<file path="config.mk">
export PLATFORM = sky130hd
export DESIGN_NAME = bram_arbiter_flat
export DESIGN_NICKNAME = d
export VERILOG_FILES = /design/src/rtl/bram_arbiter_pkg.sv /design/src/rtl/bram_arbiter_if.sv /design/src/rtl/bram_arbiter_rr.sv /design/src/rtl/bram_arbiter.sv /design/src/flat_wrapper.sv
export SDC_FILE = /design/constraint.sdc
export NUM_CORES = 1
export LEC_CHECK = 0
export CAP_MARGIN = 20
export CORE_AREA = 2 2 144 146
export DETAILED_ROUTE_END_ITERATION = 7
export DIE_AREA = 0 0 146 148
export PLACE_DENSITY_LB_ADDON = 0.3
export SKIP_LAST_GASP = 1
export SYNTH_ARGS = -nofsm -noshare
export SYNTH_HDL_FRONTEND = slang
export SYNTH_SLANG_ARGS = --single-unit
</file>
<file path="constraint.sdc">
create_clock -name clock -period 5.4 [get_ports clock]
set_input_delay 1.08 -clock clock [delete_from_list [all_inputs] [get_ports clock]]
set_output_delay 1.08 -clock clock [all_outputs]
set_load 0.005 [all_outputs]
</file>
<file path="src/rtl/bram_arbiter_pkg.sv">
// Shared sizes and types for the BRAM arbiter and its round-robin sub-arbiters.
// Latency: n/a (types and constants only).
// Backpressure: n/a.
package bram_arb_pkg;

  localparam int NUM_REQ         = 4;
  localparam int BRAM_ADDR_WIDTH = 10;
  localparam int BRAM_DATA_WIDTH = 32;
  localparam int BE_WIDTH        = BRAM_DATA_WIDTH / 8;
  localparam int IDX_WIDTH       = (NUM_REQ > 1) ? $clog2(NUM_REQ) : 1;

  typedef logic [BRAM_ADDR_WIDTH-1:0] addr_t;
  typedef logic [BRAM_DATA_WIDTH-1:0] data_t;
  typedef logic [BE_WIDTH-1:0]        be_t;
  typedef logic [NUM_REQ-1:0]         req_vec_t;
  typedef logic [IDX_WIDTH-1:0]       req_idx_t;

  // Next requester index with wrap-around; also used for non-power-of-two NUM_REQ.
  function automatic req_idx_t idx_inc(input req_idx_t i);
    if (i == req_idx_t'(NUM_REQ - 1)) begin
      return '0;
    end
    return req_idx_t'(i + 1'b1);
  endfunction

endpackage

</file>
<file path="src/rtl/bram_arbiter_if.sv">
// Agent-side bus of the BRAM arbiter: packed per-agent read/write requests and grants.
// Latency: grants combinational; read data one cycle after the read grant.
// Backpressure: requests are held by the agent until granted; responses cannot be stalled.
interface bram_arbiter_if;
  import bram_arb_pkg::*;

  logic [NUM_REQ-1:0]                 rd_req;
  logic [NUM_REQ*BRAM_ADDR_WIDTH-1:0] rd_addr;
  logic [NUM_REQ-1:0]                 rd_gnt;
  logic [NUM_REQ-1:0]                 rd_rvalid;
  data_t                              rd_rdata;

  logic [NUM_REQ-1:0]                 wr_req;
  logic [NUM_REQ*BRAM_ADDR_WIDTH-1:0] wr_addr;
  logic [NUM_REQ*BE_WIDTH-1:0]        wr_be;
  logic [NUM_REQ*BRAM_DATA_WIDTH-1:0] wr_din;
  logic [NUM_REQ-1:0]                 wr_gnt;

  // Agents drive requests and consume grants/read data.
  modport master (
    output rd_req, rd_addr, wr_req, wr_addr, wr_be, wr_din,
    input  rd_gnt, rd_rvalid, rd_rdata, wr_gnt
  );

  // The arbiter consumes requests and drives grants/read data.
  modport slave (
    input  rd_req, rd_addr, wr_req, wr_addr, wr_be, wr_din,
    output rd_gnt, rd_rvalid, rd_rdata, wr_gnt
  );

endinterface

</file>
<file path="src/rtl/bram_arbiter_rr.sv">
// Round-robin arbiter: first requester at or above the priority pointer wins, with wrap-around.
// Latency: grant combinational in the request cycle; pointer moves past the winner at the edge.
// Backpressure: none; a requester simply keeps req asserted until it sees its grant.
module rr_arbiter
  import bram_arb_pkg::*;
(
  input  logic     clk,
  input  logic     rst_n,
  input  req_vec_t req_vec,
  input  logic     advance,
  output req_vec_t gnt,
  output req_idx_t winner
);

  req_idx_t ptr_q;
  req_idx_t ptr_d;

  // Search from the pointer upward, wrapping, and pick the first active request.
  always_comb begin : search
    int       idx;
    req_idx_t cand;
    logic     found;
    idx    = 0;
    cand   = '0;
    found  = 1'b0;
    gnt    = '0;
    winner = ptr_q;
    for (int off = 0; off < NUM_REQ; off++) begin
      idx = int'(ptr_q) + off;
      if (idx >= NUM_REQ) begin
        idx = idx - NUM_REQ;
      end
      cand = req_idx_t'(idx);
      if (!found && req_vec[cand]) begin
        found     = 1'b1;
        gnt[cand] = 1'b1;
        winner    = cand;
      end
    end
  end

  // Pointer moves just past the winner; holds when nobody asked.
  always_comb begin
    ptr_d = ptr_q;
    if (advance && (|req_vec)) begin
      ptr_d = idx_inc(winner);
    end
  end

  // Priority pointer register.
  always_ff @(posedge clk or negedge rst_n) begin
    if (!rst_n) begin
      ptr_q <= '0;
    end else begin
      ptr_q <= ptr_d;
    end
  end

endmodule

</file>
<file path="src/rtl/bram_arbiter.sv">
// Shares one bram_block (1 read, 1 byte-enabled write port) among NUM_REQ agents; optional RAW forwarding via BRAM_ARB_RAW_FWD_EN.
// Latency: grants and BRAM write/read address combinational; read data and rd_rvalid exactly 1 cycle after rd_gnt.
// Backpressure: requests wait for a grant; read responses have no stall path.
module bram_arbiter
  import bram_arb_pkg::*;
(
  input  logic                 clock,
  input  logic                 reset,
  bram_arbiter_if.slave        bus,
  output addr_t                bram_rd_addr,
  output addr_t                bram_wr_addr,
  output be_t                  bram_wr_en,
  output data_t                bram_din,
  input  data_t                bram_dout
);

  // reset is active-low: while it is asserted no request may be granted,
  // so the BRAM write enable drops immediately rather than at the next edge.
  req_vec_t rd_req_m;
  req_vec_t wr_req_m;
  req_vec_t rd_gnt;
  req_vec_t wr_gnt;
  req_idx_t rd_win;
  req_idx_t wr_win;

  addr_t    rd_addr_sel;
  addr_t    wr_addr_sel;
  be_t      wr_be_sel;
  data_t    wr_din_sel;

  req_vec_t rvalid_q;
  req_vec_t rvalid_d;
  data_t    rdata_merged;

  // Requests are masked while reset is asserted.
  always_comb begin
    rd_req_m = reset ? bus.rd_req : '0;
    wr_req_m = reset ? bus.wr_req : '0;
  end

  rr_arbiter u_rd_arb (
    .clk     (clock),
    .rst_n   (reset),
    .req_vec (rd_req_m),
    .advance (1'b1),
    .gnt     (rd_gnt),
    .winner  (rd_win)
  );

  rr_arbiter u_wr_arb (
    .clk     (clock),
    .rst_n   (reset),
    .req_vec (wr_req_m),
    .advance (1'b1),
    .gnt     (wr_gnt),
    .winner  (wr_win)
  );

  // Select the winners' fields; everything is zero when the port is idle.
  always_comb begin
    rd_addr_sel = '0;
    wr_addr_sel = '0;
    wr_be_sel   = '0;
    wr_din_sel  = '0;
    for (int i = 0; i < NUM_REQ; i++) begin
      if (rd_gnt[i]) begin
        rd_addr_sel = bus.rd_addr[i*BRAM_ADDR_WIDTH +: BRAM_ADDR_WIDTH];
      end
      if (wr_gnt[i]) begin
        wr_addr_sel = bus.wr_addr[i*BRAM_ADDR_WIDTH +: BRAM_ADDR_WIDTH];
        wr_be_sel   = bus.wr_be[i*BE_WIDTH +: BE_WIDTH];
        wr_din_sel  = bus.wr_din[i*BRAM_DATA_WIDTH +: BRAM_DATA_WIDTH];
      end
    end
  end

  // The one-hot read grant becomes next cycle's one-hot response valid.
  always_comb begin
    rvalid_d = rd_gnt;
  end

  // Response register; async clear drops any in-flight response.
  always_ff @(posedge clock or negedge reset) begin
    if (!reset) begin
      rvalid_q <= '0;
    end else begin
      rvalid_q <= rvalid_d;
    end
  end

`ifdef BRAM_ARB_RAW_FWD_EN
  logic  fwd_hit_q;
  logic  fwd_hit_d;
  data_t fwd_data_q;
  data_t fwd_data_d;
  be_t   fwd_be_q;
  be_t   fwd_be_d;

  // Remember a same-cycle same-address write so the read sees the new bytes.
  always_comb begin
    fwd_hit_d  = (|rd_gnt) && (|wr_gnt) && (rd_addr_sel == wr_addr_sel);
    fwd_data_d = wr_din_sel;
    fwd_be_d   = wr_be_sel;
  end

  // Forward register, aligned with the read response.
  always_ff @(posedge clock or negedge reset) begin
    if (!reset) begin
      fwd_hit_q  <= 1'b0;
      fwd_data_q <= '0;
      fwd_be_q   <= '0;
    end else begin
      fwd_hit_q  <= fwd_hit_d;
      fwd_data_q <= fwd_data_d;
      fwd_be_q   <= fwd_be_d;
    end
  end

  // Overlay the forwarded bytes on the (old) BRAM data.
  always_comb begin
    rdata_merged = bram_dout;
    for (int b = 0; b < BE_WIDTH; b++) begin
      if (fwd_hit_q && fwd_be_q[b]) begin
        rdata_merged[8*b +: 8] = fwd_data_q[8*b +: 8];
      end
    end
  end
`else
  // Without forwarding the BRAM's read-first data is returned as is.
  always_comb begin
    rdata_merged = bram_dout;
  end
`endif

  // Drive the BRAM and the agent-facing outputs.
  always_comb begin
    bram_rd_addr  = rd_addr_sel;
    bram_wr_addr  = wr_addr_sel;
    bram_wr_en    = wr_be_sel;
    bram_din      = wr_din_sel;
    bus.rd_gnt    = rd_gnt;
    bus.wr_gnt    = wr_gnt;
    bus.rd_rvalid = rvalid_q;
    bus.rd_rdata  = (|rvalid_q) ? rdata_merged : '0;
  end

endmodule

</file>
<file path="src/flat_wrapper.sv">
// flat-port wrapper written by rule: the top's interface ports become plain ports
module bram_arbiter_flat import bram_arb_pkg::*;
  (clock, reset, bram_rd_addr, bram_wr_addr, bram_wr_en, bram_din, bram_dout, bus_rd_req, bus_rd_addr, bus_wr_req, bus_wr_addr, bus_wr_be, bus_wr_din, bus_rd_gnt, bus_rd_rvalid, bus_rd_rdata, bus_wr_gnt);
  bram_arbiter_if bus_i ();
  input  logic clock;
  input  logic reset;
  output addr_t bram_rd_addr;
  output addr_t bram_wr_addr;
  output be_t bram_wr_en;
  output data_t bram_din;
  input  data_t bram_dout;
  input wire logic [$bits(bus_i.rd_req)-1:0] bus_rd_req;
  input wire logic [$bits(bus_i.rd_addr)-1:0] bus_rd_addr;
  input wire logic [$bits(bus_i.wr_req)-1:0] bus_wr_req;
  input wire logic [$bits(bus_i.wr_addr)-1:0] bus_wr_addr;
  input wire logic [$bits(bus_i.wr_be)-1:0] bus_wr_be;
  input wire logic [$bits(bus_i.wr_din)-1:0] bus_wr_din;
  output wire logic [$bits(bus_i.rd_gnt)-1:0] bus_rd_gnt;
  output wire logic [$bits(bus_i.rd_rvalid)-1:0] bus_rd_rvalid;
  output wire logic [$bits(bus_i.rd_rdata)-1:0] bus_rd_rdata;
  output wire logic [$bits(bus_i.wr_gnt)-1:0] bus_wr_gnt;
  assign bus_i.rd_req = bus_rd_req;
  assign bus_i.rd_addr = bus_rd_addr;
  assign bus_i.wr_req = bus_wr_req;
  assign bus_i.wr_addr = bus_wr_addr;
  assign bus_i.wr_be = bus_wr_be;
  assign bus_i.wr_din = bus_wr_din;
  assign bus_rd_gnt = bus_i.rd_gnt;
  assign bus_rd_rvalid = bus_i.rd_rvalid;
  assign bus_rd_rdata = bus_i.rd_rdata;
  assign bus_wr_gnt = bus_i.wr_gnt;
  bram_arbiter u_core (.clock(clock), .reset(reset), .bus(bus_i), .bram_rd_addr(bram_rd_addr), .bram_wr_addr(bram_wr_addr), .bram_wr_en(bram_wr_en), .bram_din(bram_din), .bram_dout(bram_dout));
endmodule
</file>
==> results by stage, run 1 <==
Run status:
- The run finished with clean final reports.

Place:
- Summing all placed instances gives a cell area of 6820 µm².
- After legalization and detailed placement, the total HPWL measured 13.9 mm.
- The routability congestion estimate is 0.848.
- During placement, the flow inserted port buffers numbering 365.
- Including well taps, the total number of placed cells is 937.

Layout:
- Once layout is complete, the cells apart from fillers number 942.
- The most common cell after layout, fill and taps aside is sky130_fd_sc_hd__clkdlybuf4s50_1.
- The cell area after layout is 6940 µm².
- The post-route core utilization is 0.346.
- Leaving out fill and tap cells, the most frequent cells in the layout are sky130_fd_sc_hd__clkdlybuf4s50_1, sky130_fd_sc_hd__a221o_1, sky130_fd_sc_hd__o221a_2, sky130_fd_sc_hd__nor2b_1, sky130_fd_sc_hd__nand2_1.
- The final layout contains 951 nets.
- The ratio of cells with drive above 1 in the final layout is 0.142.
- The area growth from synthesis to layout is 146%.

Timing:
- The worst pin sits at a relative slew slack of 0.587.
- The actual slew at the worst max-slew pin is 0.611 ns.
- The post-layout minimum cycle time is 5.20 ns.
- Final hold analysis gives a worst-case slack of 0.718 ns.
- The max-slew violation count is 0.
- The number of hold-slack violations in the final timing report is 0.
- In the final timing run, aggregate negative setup slack is 0 ns.
- The number of setup violations in the final report is 0.
- Across the routed clock network, the largest skew measured is 0.00507 ns.
- Dividing the final minimum period by the clock period gives 0.963.
- Timing would allow up to 192 MHz.

Detailed routing:
- The starting DRC count in detailed routing is 198.
- The total number of vias is 4,354.
- The number of vias per cell is 4.62.
- The number of iterations in the first detailed-routing pass is 6.
- In this run the remaining antenna-violating nets after routing total 0.
- The final routed wirelength across all metal layers is 17.5 mm.
- After detailed routing, the number of remaining DRC violations is 0.
- The routed length per placed instance is 18.6 µm.

CTS:
- The root buffer cell is sky130_fd_sc_hd__clkbuf_16.
- CTS built an H-tree with a depth of 1.
- For this design, the CTS-stage hold fixing added 0 buffers.
- For the worst-skew pair, the clock arrives at the later sink with an insertion delay of 0.23 ns.
- The CTS sink count is 8.
- After clock tree synthesis, the clock-pin slew on the worst setup and hold paths is 0.04 ns.
- The worst-case clock buffer depth is 2.
- The number of gates resized after CTS is 0.
- In this run the post-CTS setup repair buffer count came out at 0.
- The number of buffers added by the clock tree synthesis step is 3.
- The CTS tree is done.

Floorplan:
- The total number of placement rows is 52.
- The die span in y is 148 µm.
- The floorplan step defined a die boundary enclosing 21,600 µm².
- The floorplan step set the die width to 146 µm.
- The floorplan core area is 20,000 µm².
- For this configuration, the core starts out at a cell density of 0.141.
- For this design the top-level I/O count stands at 366.

Synth:
- Summed over all instances, the cell type with the most area after synthesis is sky130_fd_sc_hd__o221a_2.
- Synthesis produced a netlist whose cell count is 326.
- Among all flip-flop cells after synthesis, the most frequent one is sky130_fd_sc_hd__dfrtp_1.
- In this run the cell area of the synthesized design comes to 2820 µm².
- In this run, synthesis produced a sequential element count of 8.
- The number of warnings issued by yosys is 0.
- The synthesized netlist contains 51 unique library cells.
- Each instance of the synthesized netlist takes up on average 8.66 µm².
- In this run, synthesis inferred 0 flip-flops with an integrated enable.
- By area the synthesized netlist is led by sky130_fd_sc_hd__o221a_2, sky130_fd_sc_hd__a221o_1, sky130_fd_sc_hd__nor2b_1.
- Of the synthesized area, sequential elements account for 0.0709.
- Counting flops with an async set or reset pin after synthesis yields a share of 1.00.
- The share of synthesized area in the top cell type comes to 0.223.
- Counting every net in the synthesized netlist gives 604.

Critical path:
- Data arrives at the worst endpoint at 4.12 ns.
- The endpoint required time on the critical path is 4.32 ns.
- The largest fanout on the critical path is 11.
- The kind of end point of the critical path is an output pin.
- The signal on the critical path passes through clkdlybuf4s50_1 > or3b_1 > a2111o_1 > nand2_1 > nand2_1 > a21oi_2 > a221o_1 > o221a_2 > clkdlybuf4s50_1.
- The cell with the largest stage delay on the worst path is sky130_fd_sc_hd__clkdlybuf4s50_1.
- The type of the worst setup path is primary input to output pin.
- The critical path contains buffers and inverters numbering 2 combined.
- The delay of the slowest cell on the worst path is 0.60 ns.
- The category of cells accounting for the largest share of critical-path delay is compound AO/OA/AOI/OAI gates.
- The startpoint kind of the worst setup timing path is a primary input.

GRT:
- The first global-routing pass estimated 25.8 mm of wire.
- The via count of the first global-routing pass is 4,243.
- The number of antenna violations at the first check in global routing is 1.
- For this run the aggregate overflow at the end of global routing stands at 0.
- In the global route stage, overall resource usage came out at 0.147.
- Entering global routing, the biggest net connects 48 pins.

Pwr:
- IR analysis of the VDD net gives a maximum drop of 0.000347 V.
- Dividing total power by cell area gives a power density of 585 nW/µm².
- The static leakage power is 2.57 nW.

Worst hold path:
- The type of the most critical hold path is flop to flop.

Flow run:
- Across the run, the number of max-cap violations was 0.
## report_power, final
group	internal, W	switching, W
clock network	0.0000955	0.0000297
logic	0.00233	0.00148
registers	0.0000907	0.0000370
total	0.00252	0.00154
## worst register-to-register path: stages (launching register included)
cell and delay [ns]:
sky130_fd_sc_hd__dfrtp_1 0.54, sky130_fd_sc_hd__inv_1 0.16, sky130_fd_sc_hd__ha_1 0.42, sky130_fd_sc_hd__or3b_1 0.39, sky130_fd_sc_hd__a2111o_1 0.46, sky130_fd_sc_hd__nand2_1 0.14
sky130_fd_sc_hd__nor2_1 0.08, sky130_fd_sc_hd__xnor2_1 0.25, sky130_fd_sc_hd__mux2_1 0.35, sky130_fd_sc_hd__o221ai_1 0.18
## cells in the mapped netlist (3+ instances only)
master and count:
sky130_fd_sc_hd__a222oi_1 4, sky130_fd_sc_hd__ha_1 12, sky130_fd_sc_hd__nand2_1 22, sky130_fd_sc_hd__buf_6 4
sky130_fd_sc_hd__a21oi_1 3, sky130_fd_sc_hd__and3b_1 6, sky130_fd_sc_hd__inv_1 6, sky130_fd_sc_hd__dfrtp_1 8
sky130_fd_sc_hd__nor3b_1 6, sky130_fd_sc_hd__o2111ai_1 5, sky130_fd_sc_hd__o21ai_0 6, sky130_fd_sc_hd__nor2_1 6
sky130_fd_sc_hd__a2111o_1 3, sky130_fd_sc_hd__clkbuf_1 21, sky130_fd_sc_hd__buf_2 13, sky130_fd_sc_hd__mux2i_1 7
sky130_fd_sc_hd__o221a_2 56, sky130_fd_sc_hd__a21boi_0 4, sky130_fd_sc_hd__a221o_1 56, sky130_fd_sc_hd__nor2b_1 33
## layer usage
metal / up-vias / wire, µm / global-route usage
met4: 0 / 40 / 0.0175
met2: 162 / 9380 / 0.275
met5: - / 0 / 0
li1: 2097 / - / -
met1: 2093 / 7080 / 0.184
met3: 2 / 1020 / 0.0225
## area by class of cell
class / instances / area [µm²]
multi-input cells: 268 / 2420
clock buffers: 3 / 75.1
flip-flops and latches: 8 / 200
fillers: 2106 / 13100
well taps: 270 / 338
inverters: 8 / 30.0
repair buffers: 384 / 3880
diodes: 1 / 2.50
## per-stage QoR
stage / setup slack (ns) / total power [W]
5_1_grt: -0.00192 / 0.00435
3_3_place_gp: 0.221 / 0.00393
3_5_place_dp: 0.160 / 0.00390
4_1_cts: 0.161 / 0.00405
6_report: 0.200 / 0.00406
2_1_floorplan: 1.11 / 0.00197
## state kept, by name (all words and copies together) (netlist names)
signal                 count
u_core.u_rd_arb.ptr_q      2
u_core.bus.rd_rvalid       4
u_core.u_wr_arb.ptr_q      2
## worst paths after layout
kind	from	endpoint	slack, ns	depth (start not counted)
max in group asynchronous	reset	u_core.bus.rd_rvalid[3]	3.64	3
worst max-delay path	bus_rd_req[1]	bram_rd_addr[1]	0.20	9
worst min-delay path	u_core.u_wr_arb.ptr_q[0]	u_core.u_wr_arb.ptr_q[0]	0.72	3
min in group asynchronous	reset	u_core.u_rd_arb.ptr_q[1]	1.44	2
worst min register to register	u_core.u_wr_arb.ptr_q[0]	u_core.u_wr_arb.ptr_q[0]	0.72	3
worst max register to register	u_core.u_rd_arb.ptr_q[1]	u_core.u_rd_arb.ptr_q[1]	2.34	9
## kinds of logic (layout without fill, tap and decap cells)
family | after synthesis | in the layout | synth area share
AOI/OAI and AO/OA | 155 | 155 | 0.551
and+or+nand+nor | 89 | 89 | 0.188
buffers and inverters | 50 | 395 | 0.0855
adders and majority gates | 12 | 12 | 0.0532
muxes | 10 | 10 | 0.0447
DFF | 8 | 8 | 0.0709
xor gates and xnor gates | 2 | 2 | 0.00620
other | 0 | 1 | 0
Note: power is estimated with default switching activity, not from simulation.
==> run 2: changes to the inputs <==
--- a/constraint.sdc
+++ b/constraint.sdc
@@ -3,2 +3,2 @@
 set_output_delay 1.08 -clock clock [all_outputs]
-set_load 0.005 [all_outputs]
+set_load 0.05 [all_outputs]
==> results by stage, run 2 (synthesized netlist as in run 1, its figures left out) <==
Floorplan:
- The area enclosed by the die boundary was 21,600 µm² (unchanged).
- The die span in y is 148 µm (unchanged).
- The boundary pin count is 366 (unchanged).
- The total number of placement rows is 52 (unchanged).
- The floorplan core area is 20,000 µm² (unchanged).
- The horizontal die dimension is 146 µm (unchanged).
- The starting density of the core was 0.141 (unchanged).

Timing:
- The total negative slack is 0 ns (unchanged).
- The headroom to the max-slew limit is 0.587 (about the same).
- The setup skew after layout is 0.000428 ns (was 0.00507 ns).
- The timing-limited maximum frequency is 198 MHz (was 192 MHz).
- The number of hold-slack violations in the final timing report came to 0 (unchanged).
- The post-layout minimum cycle time is 5.05 ns (was 5.20 ns).
- The actual slew at the worst max-slew pin is 0.619 ns (was 0.611 ns).
- The share of the clock period used by the worst path is 0.936 (was 0.963).
- The max-slew violation count was 0 (unchanged).
- Setup repair after global routing left no endpoint under its margin.
- The number of setup violations in the final report is 0 (unchanged).

GRT:
- The via count of the first global-routing pass is 4,252 (was 4,243).
- The largest net degree at the start of global routing is 47 (was 48).
- The remaining global-route overflow is 0 (unchanged).
- The overall global routing resource usage was 0.148 (was 0.147).
- The number of antenna violations at the first check in global routing is 1 (unchanged).
- The global-route wire length before repair is 25.8 mm (about the same).

Layout:
- The area growth from synthesis to layout is 158% (was 146%).
- The ratio of cells with drive above 1 in the final layout is 0.223 (was 0.142).
- The number of flip-flops under the largest register name came to 4 (unchanged).
- The most common cell after layout, fill and taps aside is sky130_fd_sc_hd__clkdlybuf4s50_1 (unchanged).
- Leading cell types in the layout, fill and taps excluded: sky130_fd_sc_hd__clkdlybuf4s50_1, sky130_fd_sc_hd__a221o_1, sky130_fd_sc_hd__o221a_2, sky130_fd_sc_hd__buf_12, sky130_fd_sc_hd__nor2b_1 (was sky130_fd_sc_hd__clkdlybuf4s50_1, sky130_fd_sc_hd__a221o_1, sky130_fd_sc_hd__o221a_2, sky130_fd_sc_hd__nor2b_1, sky130_fd_sc_hd__nand2_1).
- The net count of the finished layout is 948 (was 951).

Critical path:
- The delay of the slowest cell on the worst path is 0.60 ns (about the same).
- The endpoint required time on the critical path is 4.32 ns (about the same).
- The type of the worst setup path is primary input to output pin (unchanged).
- The cell with the largest stage delay on the worst path is sky130_fd_sc_hd__a222oi_1 (was sky130_fd_sc_hd__clkdlybuf4s50_1).
- The worst path arrival time is 3.97 ns (was 4.12 ns).
- The startpoint kind of the worst setup timing path is a primary input (unchanged).
- The beginning of the worst register-to-register path is u_core.u_rd_arb.ptr_q[0] (was u_core.u_rd_arb.ptr_q[1]).
- Worst-path cell chain: clkdlybuf4s50_1 > mux4_2 > and2_4 > a222oi_1 > a21oi_4 > buf_4 > a221o_1 > o221a_2 > buf_12 (was clkdlybuf4s50_1 > or3b_1 > a2111o_1 > nand2_1 > nand2_1 > a21oi_2 > a221o_1 > o221a_2 > clkdlybuf4s50_1).
- The cell count of the worst reg-to-reg path is 9 (unchanged).
- The kind of end point of the critical path is an output pin (unchanged).
- The register-to-register setup slack is 2.23 ns (was 2.34 ns).
- The worst flop-to-flop path endpoint is u_core.u_rd_arb.ptr_q[1] (unchanged).
- The largest fanout on the critical path is 14 (was 11).

Worst hold path:
- The endpoint with the worst hold slack is u_core.u_wr_arb.ptr_q[1] (was u_core.u_wr_arb.ptr_q[0]).
- The startpoint of the most critical hold path is u_core.u_wr_arb.ptr_q[1] (was u_core.u_wr_arb.ptr_q[0]).
- The type of the most critical hold path is flop to flop (unchanged).
- The number of stages on the worst hold path is 2 (was 3).

Flow run:
- The number of maximum-capacitance constraint violations is 0 (unchanged).

Detailed routing:
- The count of nets left with antenna violations after detail routing is 0 (unchanged).
- The DRC violation count after routing was 0 (unchanged).
- The total number of vias was 4,295 (was 4,354).
- The routed length per placed instance is 18.5 µm (was 18.6 µm).
- The starting DRC count in detailed routing was 198 (unchanged).
- The number of vias per cell is 4.57 (was 4.62).
- The number of iterations in the first detailed-routing pass is 4 (was 6).
- The final routed wirelength across all metal layers is 17.4 mm (was 17.5 mm).

Place:
- The HPWL reported at the end of detailed placement is 14.2 mm (was 13.9 mm).
- The number of port buffers was 365 (unchanged).
- The routability congestion estimate is 0.837 (was 0.848).

CTS:
- The number of buffers added by the clock tree synthesis step is 3 (unchanged).
- The worst-case clock buffer depth is 2 (unchanged).
- The root buffer cell is sky130_fd_sc_hd__clkbuf_16 (unchanged).
- The CTS sink count came to 8 (unchanged).
- The CTS tree is done (unchanged).
- The clock slew at the register clock pins of the worst setup and hold paths is 0.04 ns (about the same).
- The number of gates resized after CTS is 0 (unchanged).
- The post-CTS setup buffer count is 0 (unchanged).
- The later-pin clock latency in the skew report was 0.23 ns (about the same).
- The number of hold buffers added after CTS is 0 (unchanged).
- The maximum level of the CTS H-tree came to 1 (unchanged).

Run status:
- Outcome: finished, final reports clean (unchanged).
## run 2: cell count changes in the layout (fill, tap and decap cells not counted), sizes merged
cell / delta
clkdlybuf4s50: -60
buf: +58
clkbuf: -1
## run 2: worst max path at each step
stage                            to  slack, ns                     start
finish              bram_wr_addr[6]       0.35             bus_wr_req[3]
global route        bram_wr_addr[6]       0.21             bus_wr_req[3]
CTS                 bram_wr_addr[6]       0.35             bus_wr_req[3]
detailed placement  bram_wr_addr[6]       0.37             bus_wr_req[3]
global placement    bram_wr_addr[6]       0.37             bus_wr_req[3]
floorplan               bram_din[0]       0.61  u_core.u_wr_arb.ptr_q[0]
## run 2: final cells by class
class	count	area, µm²
Sequential cell	8	200
Fill cell	2090	12700
Inverter	8	30.0
Antenna cell	1	2.50
Multi-Input combinational cell	268	2400
Clock buffer	3	75.1
Tap cell	270	338
Timing Repair Buffer	381	4250
## run 2: metrics by stage
step / instance area, µm² / worst slack (ns) / cells / utilization / hold slack (ns)
after global routing: 7290 / 0.212 / 939 / 0.364 / 0.755
after CTS: 7290 / 0.345 / 938 / 0.364 / 0.693
after global placement: 7210 / 0.367 / 935 / 0.360 / 0.688
after floorplan: 2820 / 0.615 / 326 / - / 0.598
final: 7290 / 0.347 / 939 / 0.364 / 0.692
after detailed placement: 7210 / 0.368 / 935 / 0.360 / 0.685
## run 2: critical path: cells and delay by family
kind | cells | cell delay, ns
and+or+nand+nor | 1 | 0.19
buffers and inverters | 3 | 0.93
AOI/OAI and AO/OA | 4 | 1.21
muxes | 1 | 0.55
## run 2: routing by layer
metal  up-vias  GRT usage  share of wire
li1       2087          -              -
met5         -          0              0
met1      2032      0.176           0.39
met2       162      0.278           0.54
met3        14     0.0219          0.055
met4         0     0.0350          0.015
Power of run 2 is not shown: default switching activity piles up to over one toggle a cycle in this logic, so the estimate is an artifact.
